--- config.mk ---
export PLATFORM = sky130hd
export DESIGN_NAME = reg_file_clr
export DESIGN_NICKNAME = d
export VERILOG_FILES = /design/src/rtl/reg_file_pkg.sv /design/src/rtl/reg_file_clr_ctl.sv /design/src/rtl/reg_file_clr.sv
export SDC_FILE = /design/constraint.sdc
export NUM_CORES = 1
export LEC_CHECK = 0
export CORE_UTILIZATION = 50
export DETAILED_ROUTE_END_ITERATION = 10
export GPL_ROUTABILITY_DRIVEN = 0
export PLACE_DENSITY = 0.66
export SLEW_MARGIN = 20
export SYNTH_ARGS = -nofsm -noshare
export SYNTH_HDL_FRONTEND = slang
export SYNTH_SLANG_ARGS = --single-unit
export TNS_END_PERCENT = 20
--- constraint.sdc ---
create_clock -name clk -period 8.54 [get_ports clk]
set_input_delay 1.708 -clock clk [delete_from_list [all_inputs] [get_ports clk]]
set_output_delay 1.708 -clock clk [all_outputs]
set_load 0.05 [all_outputs]
--- src/rtl/reg_file_pkg.sv ---
// Shared types and default sizes for the reg_file_clr register file.
// Optional feature macro: REG_FILE_BYPASS_EN (write-to-read forwarding).
package reg_file_pkg;

    localparam int DEF_DATA_W = 32;
    localparam int DEF_ADDR_W = 5;

    // Controller state: IDLE accepts writes, CLEAR sweeps zeros through the array.
    typedef enum logic {
        IDLE  = 1'b0,
        CLEAR = 1'b1
    } state_e;

endpackage : reg_file_pkg

--- src/rtl/reg_file_clr_ctl.sv ---
// Clear-sweep controller for reg_file_clr: two-state FSM plus clear counter.
// The current state is exported on o_state so it can be observed directly.
module reg_file_clr_ctl
    import reg_file_pkg::*;
#(
    parameter int ADDR_W = DEF_ADDR_W
) (
    input  logic              clk,
    input  logic              rst,
    input  logic              clr_req,
    output state_e            o_state,
    output logic [ADDR_W-1:0] o_clr_cnt,
    output logic              o_clr_we,
    output logic              o_busy
);

    state_e            r_state;
    state_e            w_state_nxt;
    logic [ADDR_W-1:0] r_clr_cnt;
    logic [ADDR_W-1:0] w_clr_cnt_nxt;
    logic              w_last;

    // The last entry of the sweep is the all-ones address (DEPTH-1).
    assign w_last = (r_clr_cnt == {ADDR_W{1'b1}});

    // State and counter registers; reset parks the FSM at the start of a sweep.
    always_ff @(posedge clk) begin
        if (!rst) begin
            r_state   <= CLEAR;
            r_clr_cnt <= '0;
        end else begin
            r_state   <= w_state_nxt;
            r_clr_cnt <= w_clr_cnt_nxt;
        end
    end

    // Next-state logic: a request in IDLE starts a sweep, the sweep ends after DEPTH writes.
    always_comb begin
        w_state_nxt   = r_state;
        w_clr_cnt_nxt = r_clr_cnt;
        case (r_state)
            IDLE: begin
                if (clr_req) begin
                    w_state_nxt   = CLEAR;
                    w_clr_cnt_nxt = '0;
                end
            end
            CLEAR: begin
                if (w_last) begin
                    w_state_nxt   = IDLE;
                    w_clr_cnt_nxt = '0;
                end else begin
                    w_clr_cnt_nxt = r_clr_cnt + {{(ADDR_W-1){1'b0}}, 1'b1};
                end
            end
            default: begin
                w_state_nxt   = CLEAR;
                w_clr_cnt_nxt = '0;
            end
        endcase
    end

    // The array is only zeroed when reset is released; reset alone leaves it untouched.
    assign o_clr_we  = (r_state == CLEAR) && rst;
    assign o_busy    = (r_state == CLEAR) || !rst;
    assign o_state   = r_state;
    assign o_clr_cnt = r_clr_cnt;

endmodule : reg_file_clr_ctl

--- src/rtl/reg_file_clr.sv ---
// Two-read/one-write flip-flop register file with a hardware clear sweep.
// Define REG_FILE_BYPASS_EN to forward same-cycle write data to the read ports.
// Handshake: clr_req is a single-cycle pulse honoured only when busy=0; while
// busy=1 both we and clr_req are dropped (nothing is queued) and reads return 0.
module reg_file_clr
    import reg_file_pkg::*;
#(
    parameter int DATA_W   = DEF_DATA_W,
    parameter int ADDR_W   = DEF_ADDR_W,
    parameter bit ZERO_REG = 1'b1
) (
    input  logic              clk,
    input  logic              rst,
    input  logic              we,
    input  logic [ADDR_W-1:0] waddr,
    input  logic [DATA_W-1:0] wdata,
    input  logic [ADDR_W-1:0] raddr1,
    input  logic [ADDR_W-1:0] raddr2,
    output logic [DATA_W-1:0] rdata1,
    output logic [DATA_W-1:0] rdata2,
    input  logic              clr_req,
    output logic              busy
);

    localparam int DEPTH = 2 ** ADDR_W;

    logic [DATA_W-1:0] r_mem [DEPTH];

    state_e            w_state;
    logic [ADDR_W-1:0] w_clr_cnt;
    logic              w_clr_we;
    logic              w_busy;
    logic              w_usr_we;
    logic              w_fwd1;
    logic              w_fwd2;
    logic [DATA_W-1:0] w_rdata1;
    logic [DATA_W-1:0] w_rdata2;

    reg_file_clr_ctl #(
        .ADDR_W (ADDR_W)
    ) u_ctl (
        .clk       (clk),
        .rst       (rst),
        .clr_req   (clr_req),
        .o_state   (w_state),
        .o_clr_cnt (w_clr_cnt),
        .o_clr_we  (w_clr_we),
        .o_busy    (w_busy)
    );

    // A user write lands only in IDLE, out of reset, without a competing clear
    // request, and never on the hardwired zero entry.
    assign w_usr_we = (w_state == IDLE) && !w_busy && we && !clr_req &&
                      !(ZERO_REG && (waddr == '0));

`ifdef REG_FILE_BYPASS_EN
    assign w_fwd1 = w_usr_we && (waddr == raddr1);
    assign w_fwd2 = w_usr_we && (waddr == raddr2);
`else
    assign w_fwd1 = 1'b0;
    assign w_fwd2 = 1'b0;
`endif

    // Single write port shared by the clear sweep and user writes; the sweep has priority.
    always_ff @(posedge clk) begin
        if (w_clr_we) begin
            r_mem[w_clr_cnt] <= '0;
        end else if (w_usr_we) begin
            r_mem[waddr] <= wdata;
        end
    end

    // Read port 1: array value, optional forwarding, zero entry and busy masking.
    always_comb begin
        w_rdata1 = r_mem[raddr1];
        if (w_fwd1) begin
            w_rdata1 = wdata;
        end
        if (ZERO_REG && (raddr1 == '0)) begin
            w_rdata1 = '0;
        end
        if (w_busy) begin
            w_rdata1 = '0;
        end
    end

    // Read port 2: identical to port 1 and fully independent of it.
    always_comb begin
        w_rdata2 = r_mem[raddr2];
        if (w_fwd2) begin
            w_rdata2 = wdata;
        end
        if (ZERO_REG && (raddr2 == '0)) begin
            w_rdata2 = '0;
        end
        if (w_busy) begin
            w_rdata2 = '0;
        end
    end

    assign rdata1 = w_rdata1;
    assign rdata2 = w_rdata2;
    assign busy   = w_busy;

endmodule : reg_file_clr
==> impl_metrics.toml, run 1 <==
[status]
outcome = "finished, final reports clean"

[clock_network]
worstSkewPairLatency_ns = 0.70
clock_input_transition_at_the_sequential_cells_of_the_worst_setup_and_hold_paths_ns = 0.06
cts.hold.buffers_added = 0
cts_tree = "done"
cts.path.max_buffers = 3
number_of_cts_inserted_buffers = 103
cts_root_buf = "sky130_fd_sc_hd__clkbuf_16"
postCtsSetupBuffers = 0
cts_htree_levels = 3
ctsResizeCount = 0
clock_sinks = 1030

[synthesis]
combinational_family_with_the_most_area_after_synthesis = "multiplexers"
predominant_post_synthesis_flop_cell = "sky130_fd_sc_hd__edfxtp_1"
synth_area_leaders = "sky130_fd_sc_hd__edfxtp_1 64%, sky130_fd_sc_hd__mux4_2 15%, sky130_fd_sc_hd__mux2i_1 8.0%"
synth_edf_count = 1024
synth_area_per_cell_um2 = 17.4
synthDominantAreaCellType = "sky130_fd_sc_hd__edfxtp_1"
synth.top_cell.area_share = 0.638
yosys_warnings = 0
synth_sequential_area_ratio = 0.640
synth_seq_cells = 1030
mappedNetlistArea_um2 = 48200
synth_simple_gate_area_share = 0.0381
synth_area_in_xor_xnor = 0
synth.mux.area_fraction = 0.229
synthAdderAreaFrac = 0.000519
post_synth_inst_count = 2768
synth_compound_gate_area_share = 0.0659
synth.lib_cells_used.distinct = 59
postSynth.asyncResetShare = 0
synth_nets = 2821

[layout]
layout_commonest_cell = "sky130_fd_sc_hd__edfxtp_1"
most-common-layout-cells = "1024 x sky130_fd_sc_hd__edfxtp_1, 386 x sky130_fd_sc_hd__mux2i_1, 318 x sky130_fd_sc_hd__mux4_2"
fin_nets = 2889
area_growth_syn_to_layout_pct = 12.3
layout_cells_sized_above_1 = 0.212

[pwr]
worst_ir_drop_vdd_mv = 0.165
power-per-cell-area_nw_per_um2 = 196
total_leakage_power_nw = 17.4
report.power.total_mw = 10.6

[timing]
fin_setup_tns_ns = 0
fmax_mhz = 139
final.min_clock_period_ns = 7.19
clock-skew-final_ns = 0.0300
final.period_utilization = 0.842
relSlewSlack = 0.180
grt_setup_unrepaired = "false"
setup-violations-final = 0
finalMaxSlewViolations = 0
final_hold_viol_count = 0
timing_worst_slew_pin_value_ns = 1.23

[worst_setup_path]
worstSetupEndpointType = "primary output"
critical_path.startpoint_type = "input pin"
cp_max_fo = 54
crit_chain = "clkdlybuf4s50_1 > nor3b_4 > buf_4 > buf_4 > and3_1 > a31oi_1 > nand4_1 > clkdlybuf4s50_1"
crit_path_start = "rst"
critical_path_class = "in2out"
critical_path_required_ns = 6.83
crit_arrival_ns = 5.48
critPathBufInv = 4
cp_top_family = "buffers and inverters"
critical_r2r_launch = "u_ctl.o_state"
slowest_delay_ns = 0.88
cpMaxStageDelayCell = "sky130_fd_sc_hd__clkdlybuf4s50_1"

[floorplan]
die_h_um = 313
die_w_um = 313
placement_rows = 113
num_io_pins = 116
fp.dieArea_um2 = 97700
core_area_um2 = 95300
initial_standard_cell_utilization_of_the_core = 0.506

[place]
hpwlAfterDp_mm = 85.7
port-buffer-count = 115

[worst_hold_path]
holdCritStartpoint = "u_ctl.o_clr_cnt[1]"
hold_path.class = "reg2reg"

[global_route]
grt_overflow_total = 0
grt_util_all_layers = 0.324
number_of_antenna_violations_at_the_first_check_in_global_routing = 6
grt_max_degree = 108
wire_length_of_the_first_global_routing_pass_mm = 224
via_count_of_the_first_global_routing_pass = 30900

[drt]
firstDrtPassIters = 5
first_iter_violations = 4545
avgViaCountPerCell = 7.43
ant_nets = 0
post_drt_wl_per_cell_um = 38.0
via_count = 31100
totalWireLength_mm = 159
drc_errors = 0

[flow_run]
timing.max_cap.violations = 0
[power by group]
part | total (mW) | internal [mW] | switching (mW)
sequential | 5.52 | 5.51 | 0.0149
clock | 4.49 | 2.56 | 1.93
combinational | 0.588 | 0.228 | 0.360
total | 10.6 | 8.29 | 2.31
[routing by layer]
layer  global-route usage  vias up  share of wire
met5                    0        -        0.00013
met4                0.148        4          0.047
met3               0.0733      450           0.12
met2                0.502     2514           0.47
met1                0.439    16200           0.36
li1                     -    12000              -
[path summary, 6_finish.rpt]
check                                     endpoint  slack [ns]  cells after the start
worst min register to register  u_ctl.o_clr_cnt[3]        0.60                      2
worst min-delay path            u_ctl.o_clr_cnt[3]        0.60                      2
worst max-delay path                    rdata2[12]        1.35                      8
worst max register to register        r_mem[9][13]        4.21                      6
[cell type report]
type	instances	area, um^2
Antenna cell	7	17.5
Clock buffer	130	2740
Clock inverter	53	513
Fill cell	7240	41100
Inverter	8	30.0
Multi-Input combinational cell	1485	16400
Sequential cell	1030	30900
Tap cell	1265	1580
Timing Repair Buffer	208	2000
[synthesized netlist by cell type (4+ instances only)]
library cell               instances
sky130_fd_sc_hd__a21oi_1          42
sky130_fd_sc_hd__a31oi_1          65
sky130_fd_sc_hd__a32oi_1          96
sky130_fd_sc_hd__and2_1           36
sky130_fd_sc_hd__and3_1           96
sky130_fd_sc_hd__buf_2            98
sky130_fd_sc_hd__buf_4            26
sky130_fd_sc_hd__buf_6            14
sky130_fd_sc_hd__clkbuf_1        101
sky130_fd_sc_hd__dfxtp_1           6
sky130_fd_sc_hd__edfxtp_1       1024
sky130_fd_sc_hd__inv_1             8
sky130_fd_sc_hd__mux2i_1         386
sky130_fd_sc_hd__mux4_2          318
sky130_fd_sc_hd__nand2_1           5
sky130_fd_sc_hd__nand2b_1          5
sky130_fd_sc_hd__nand3_1           5
sky130_fd_sc_hd__nand3b_1          7
sky130_fd_sc_hd__nand4_1          64
sky130_fd_sc_hd__nor2_1           33
sky130_fd_sc_hd__nor2b_1           7
sky130_fd_sc_hd__nor3_1           11
sky130_fd_sc_hd__nor4b_1           4
sky130_fd_sc_hd__o21ai_0          66
sky130_fd_sc_hd__o22ai_1         192
sky130_fd_sc_hd__or3b_2            5
[worst min-delay path, delay by kind of cell (launching register included)]
family / cells / cell delay [ns]
simple gates: 1 / 0.10
flops: 1 / 0.36
compound gates: 1 / 0.09
[cells by family after synthesis]
family                     Yosys count
and+or+nand+nor                    297
buffers and inverters              253
DFF                               1030
AOI/OAI and AO/OA                  481
muxes                              705
adders and majority gates            2
[flip-flops by register name, summed over array words and instances, names as in the netlist]
name / count
r_mem: 1024
u_ctl.o_state: 1
u_ctl.o_clr_cnt: 5
[per-stage QoR]
step | hold WS (ns) | instances | cell area, um^2 | setup WS [ns] | util
finish | 0.601 | 4186 | 54200 | 1.35 | 0.568
floorplan | 0.497 | 2768 | 48200 | 3.10 | -
CTS | 0.586 | 4179 | 54100 | 1.45 | 0.568
detailed placement | 0.559 | 3996 | 50900 | 1.45 | 0.534
global route | 0.614 | 4180 | 54200 | 1.32 | 0.568
global placement | 0.539 | 3996 | 50900 | 1.55 | 0.534
No activity file was read; power rests on OpenSTA's default activity.
==> inputs of run 2 (changes only) <==
==> constraint.sdc (replaced) <==
create_clock -name clk -period 7.3 [get_ports clk]
set_input_delay 1.46 -clock clk [delete_from_list [all_inputs] [get_ports clk]]
set_output_delay 1.46 -clock clk [all_outputs]
set_load 0.05 [all_outputs]
==> run 2 against run 1 <==
Critical path depth down 1. Clock skew shrank 0.013 ns. Via count shrank 0.79%. Die area is the same. Core utilization up 0.32 points. Sequential share of layout area down 0.32 points. Combinational power rose by 16%. Largest cell class unchanged. Largest power group unchanged.
==> impl_metrics.toml, run 2 (synthesis gave the netlist of run 1 again) <==
[worst_setup_path]
slowest_delay_ns = 0.95
most_frequent_cp_cell = "sky130_fd_sc_hd__clkdlybuf4s50_1"
critical_path.startpoint_type = "input pin"
crit_chain = "clkdlybuf4s50_1 > nor3b_4 > o2111a_2 > buf_4 > a32oi_1 > nand4_1 > clkdlybuf4s50_1"
critical_path_class = "in2out"
critical_path_required_ns = 5.84
worstSetupEndpointType = "primary output"
crit_arrival_ns = 4.97
cpMaxStageDelayCell = "sky130_fd_sc_hd__o2111a_2"
cp_max_fo = 22

[clock_network]
number_of_cts_inserted_buffers = 103
worstSkewPairLatency_ns = 0.68
clock_input_transition_at_the_sequential_cells_of_the_worst_setup_and_hold_paths_ns = 0.06
cts.path.max_buffers = 3
cts_tree = "done"
ctsResizeCount = 0
postCtsSetupBuffers = 0
cts_root_buf = "sky130_fd_sc_hd__clkbuf_16"
cts_htree_levels = 3
cts.hold.buffers_added = 0
clock_sinks = 1030

[global_route]
grt_overflow_total = 0
wire_length_of_the_first_global_routing_pass_mm = 219
via_count_of_the_first_global_routing_pass = 30500
met2_usage = 0.488
groute.layer.met1.usage = 0.436
grt_util_all_layers = 0.315
gr-max-usage-layer = "met2"
number_of_antenna_violations_at_the_first_check_in_global_routing = 4
grt_max_degree = 97
met3_usage = 0.0616

[place]
dpl_cell_area_um2 = 51000
port-buffer-count = 115
hpwlAfterDp_mm = 88.6
worst_slack_placed_ns = 0.928
dp.cells = 4014

[drt]
first_iter_violations = 4230
ant_nets = 0
firstDrtPassIters = 6
via_count = 30900
avgViaCountPerCell = 7.33
totalWireLength_mm = 155
drc_errors = 0
post_drt_wl_per_cell_um = 36.8

[pwr]
worst_ir_drop_vdd_mv = 0.196
report.power.total_mw = 12.5
power-per-cell-area_nw_per_um2 = 230
total_leakage_power_nw = 17.6

[floorplan]
die_h_um = 313
die_w_um = 313
core_area_um2 = 95300
fp.dieArea_um2 = 97700
initial_standard_cell_utilization_of_the_core = 0.506
num_io_pins = 116
placement_rows = 113

[timing]
clock-skew-final_ns = 0.0167
fmax_mhz = 155
grt_setup_unrepaired = "false"
fin_setup_tns_ns = 0
setup-violations-final = 0
final.min_clock_period_ns = 6.43
finalMaxSlewViolations = 0
relSlewSlack = 0.222
final.period_utilization = 0.881
post-route-worst-setup-slack_ns = 0.869
timing_worst_slew_pin_value_ns = 1.16
final_hold_viol_count = 0

[layout]
largest_register_ffs = 1024
fin_nets = 2910
layout_cells_sized_above_1 = 0.227
stdcell_area_um2 = 54500
largest_register = "r_mem"
layout_commonest_cell = "sky130_fd_sc_hd__edfxtp_1"
area_growth_syn_to_layout_pct = 12.9
finish.cell_count_without_fillers = 4212
most-common-layout-cells = "1024 x sky130_fd_sc_hd__edfxtp_1, 386 x sky130_fd_sc_hd__mux2i_1, 318 x sky130_fd_sc_hd__mux4_2"

[flow_run]
timing.max_cap.violations = 0

[worst_hold_path]
hold_path.class = "reg2reg"

[status]
outcome = "finished, final reports clean"
run 2: cell type report:
cell class | count | area [um^2]
fillers | 7196 | 40800
flip-flops and latches | 1030 | 30900
multi-input cells | 1485 | 16400
clock buffers | 119 | 2700
repair buffers | 229 | 2190
well taps | 1265 | 1580
clock inverters | 73 | 686
inverters | 8 | 30.0
diodes | 3 | 7.51
run 2: power by group:
| part | total [mW] | switching (mW) | internal (mW) | leakage, nW |
|---|---|---|---|---|
| clock | 5.37 | 2.27 | 3.10 | 1.65 |
| sequential | 6.46 | 0.0176 | 6.44 | 8.66 |
| combinational | 0.680 | 0.409 | 0.271 | 7.26 |
run 2: per-stage QoR:
step	hold WS [ns]	utilization
after floorplan	0.497	-
after global routing	0.647	0.572
final	0.596	0.572
after global placement	0.536	0.535
after CTS	0.584	0.571
after detailed placement	0.563	0.535
run 2: critical path: cells and delay by family:
family	cells	cell delay, ns
compound gates	2	1.02
buf+inv	3	1.94
simple gates	2	0.52
run 2: per-layer routing:
metal	share of wire	wire length, um	vias to the layer above
li1	-	-	12000
met1	0.38	58300	16200
met2	0.47	72200	2251
met3	0.11	17500	435
met4	0.045	7040	2
met5	0.000052	8	-
run 2: path summary, 6_finish.rpt:
check | from | to | slack, ns | cells past startpoint
worst max-delay path | rst | rdata2[13] | 0.87 | 7
worst max register to register | u_ctl.o_state | r_mem[6][8] | 3.01 | 5
worst min-delay path | u_ctl.o_clr_cnt[1] | u_ctl.o_clr_cnt[3] | 0.60 | 2
worst min register to register | u_ctl.o_clr_cnt[1] | u_ctl.o_clr_cnt[3] | 0.60 | 2
==> edit, RTL diff (config.mk and constraints of run 2) <==
Reset style: asynchronous (`rst`), changed in one clocked block.
--- a/src/rtl/reg_file_clr_ctl.sv
+++ b/src/rtl/reg_file_clr_ctl.sv
@@ -25,5 +25,5 @@
 
     // State and counter registers; reset parks the FSM at the start of a sweep.
-    always_ff @(posedge clk) begin
+    always_ff @(posedge clk or negedge rst) begin
         if (!rst) begin
             r_state   <= CLEAR;
Function: same outputs for any inputs over 4 cycles, from zero or initial values and one cycle with rst low; that may be too few to reach the edited logic, so the function may still have changed.
==> edit against run 2 <==
Count of clock-buffer cells in the layout rose by 10; sequential cell count did not move; sequential share of layout area fell by 0.26 points; design area rose by 0.57%; synthesized cell count rose by 0.47%; global-route usage barely moved; die area rose by 0.24%; utilization rose by 0.24 points; final cell count rose by 0.40%; routed wire length rose by 0.61%; area after synthesis rose by 0.24%; worst setup slack improved by 0.26 ns.
Power is not compared: it rests on default switching activity, and its combinational part moved more than twofold at a synthesized area within 25%.
==> edit: results <==
export IMPL_cp_max_fo=15
export IMPL_r2r_setup_slack_ns=3.34
export IMPL_synthMuxAreaShare_pct=22.9
export IMPL_synth_common_cells="edfxtp_1 (1024), mux2i_1 (385), mux4_2 (320)"
export IMPL_critPathSlowestCell="nand3b_1"
export IMPL_num_nets_final=2926
export IMPL_nMultiInputCombCells=1505
export IMPL_skew_ns=0.0215
export IMPL_synth_area_leaders="edfxtp_1 (64%), mux4_2 (15%), mux2i_1 (8.0%)"
export IMPL_use_met2_pct=48.6
export IMPL_cp_startpoint="raddr1[2]"
export IMPL_clk_share_pct=6.36
export IMPL_outcome="finished, final reports clean"
export IMPL_nonClkBufAreaFrac_pct=4.39
export IMPL_grt_first_pass_wirelength_mm=219
export IMPL_reg2reg_to="r_mem[14][2]"
export IMPL_crit_arrival_ns=4.71
export IMPL_nFillCells=7115
export IMPL_grt_max_degree=81
export IMPL_worst_path_largest_cell_delay_ns=0.91
export IMPL_cp_endpoint="rdata1[26]"
export IMPL_post_dp_cell_area_um2=51200
export IMPL_grt_pass1_vias=30200
export IMPL_signal_buffers=226
export IMPL_r2r_start="u_ctl.o_state"
export IMPL_inverters=5
export IMPL_layoutNonFillerInstCount=4229
export IMPL_cts_buffers=105
export IMPL_wl_met2_mm=72.1
export IMPL_synthAdderAreaFrac_pct=0.0518
export IMPL_viasPerCell=7.28
export IMPL_area_growth_pct=13.3
export IMPL_finalHoldWorstSlack_ns=0.626
export IMPL_synth_nets=2834
export IMPL_track_usage_pct=31.5
export IMPL_multi_input_area_share_pct=29.9
export IMPL_reg2reg_depth=6
export IMPL_gr_usage_met1_pct=43.5
export IMPL_clock_fmax_ghz=0.162
export IMPL_synth_compound_gate_area_share_pct=6.20
export IMPL_wirelength_met1_mm=58.2
export IMPL_antenna_found_initial=2
export IMPL_post_place_ws_ns=1.22
export IMPL_min_to="u_ctl.o_clr_cnt[4]"
export IMPL_async_reset_ff_share_pct=0.583
export IMPL_synthXorXnorAreaFrac_pct=0.0362
export IMPL_drive_gt1_share_pct=24.6
export IMPL_drt_iter0_markers=4481
export IMPL_diodes=2
export IMPL_sh_seq_area_pct=56.4
export IMPL_met3_usage_pct=7.01
export IMPL_avgSynthCellArea_um2=17.4
==> edit: cell types whose count changed in the layout (fill, tap and decap cells not counted), sizes merged, moves of 9 or more <==
| cell | run 2 | this run |
|---|---|---|
| clkinv | 53 | 44 |
| buf | 137 | 179 |
| a32oi | 96 | 68 |
| a21oi | 42 | 66 |
| clkbuf | 119 | 129 |
| and3 | 96 | 135 |
| clkdlybuf4s50 | 92 | 47 |
==> edit: critical path: cells and delay by family <==
family / cells / cell delay [ns]
buf+inv: 2 / 1.52
compound gates: 2 / 0.62
simple gates: 2 / 1.10
==> edit: power by group through the flow <==
stage / clock network, mW / registers [mW] / logic [mW]
6_report: 5.54 / 6.91 / 1.89
5_1_grt: 5.76 / 6.93 / 1.93
4_1_cts: 5.55 / 6.90 / 1.86
3_5_place_dp: 0 / 7.03 / 1.85
3_3_place_gp: 0 / 7.00 / 1.84
2_1_floorplan: 0 / 6.97 / 1.08
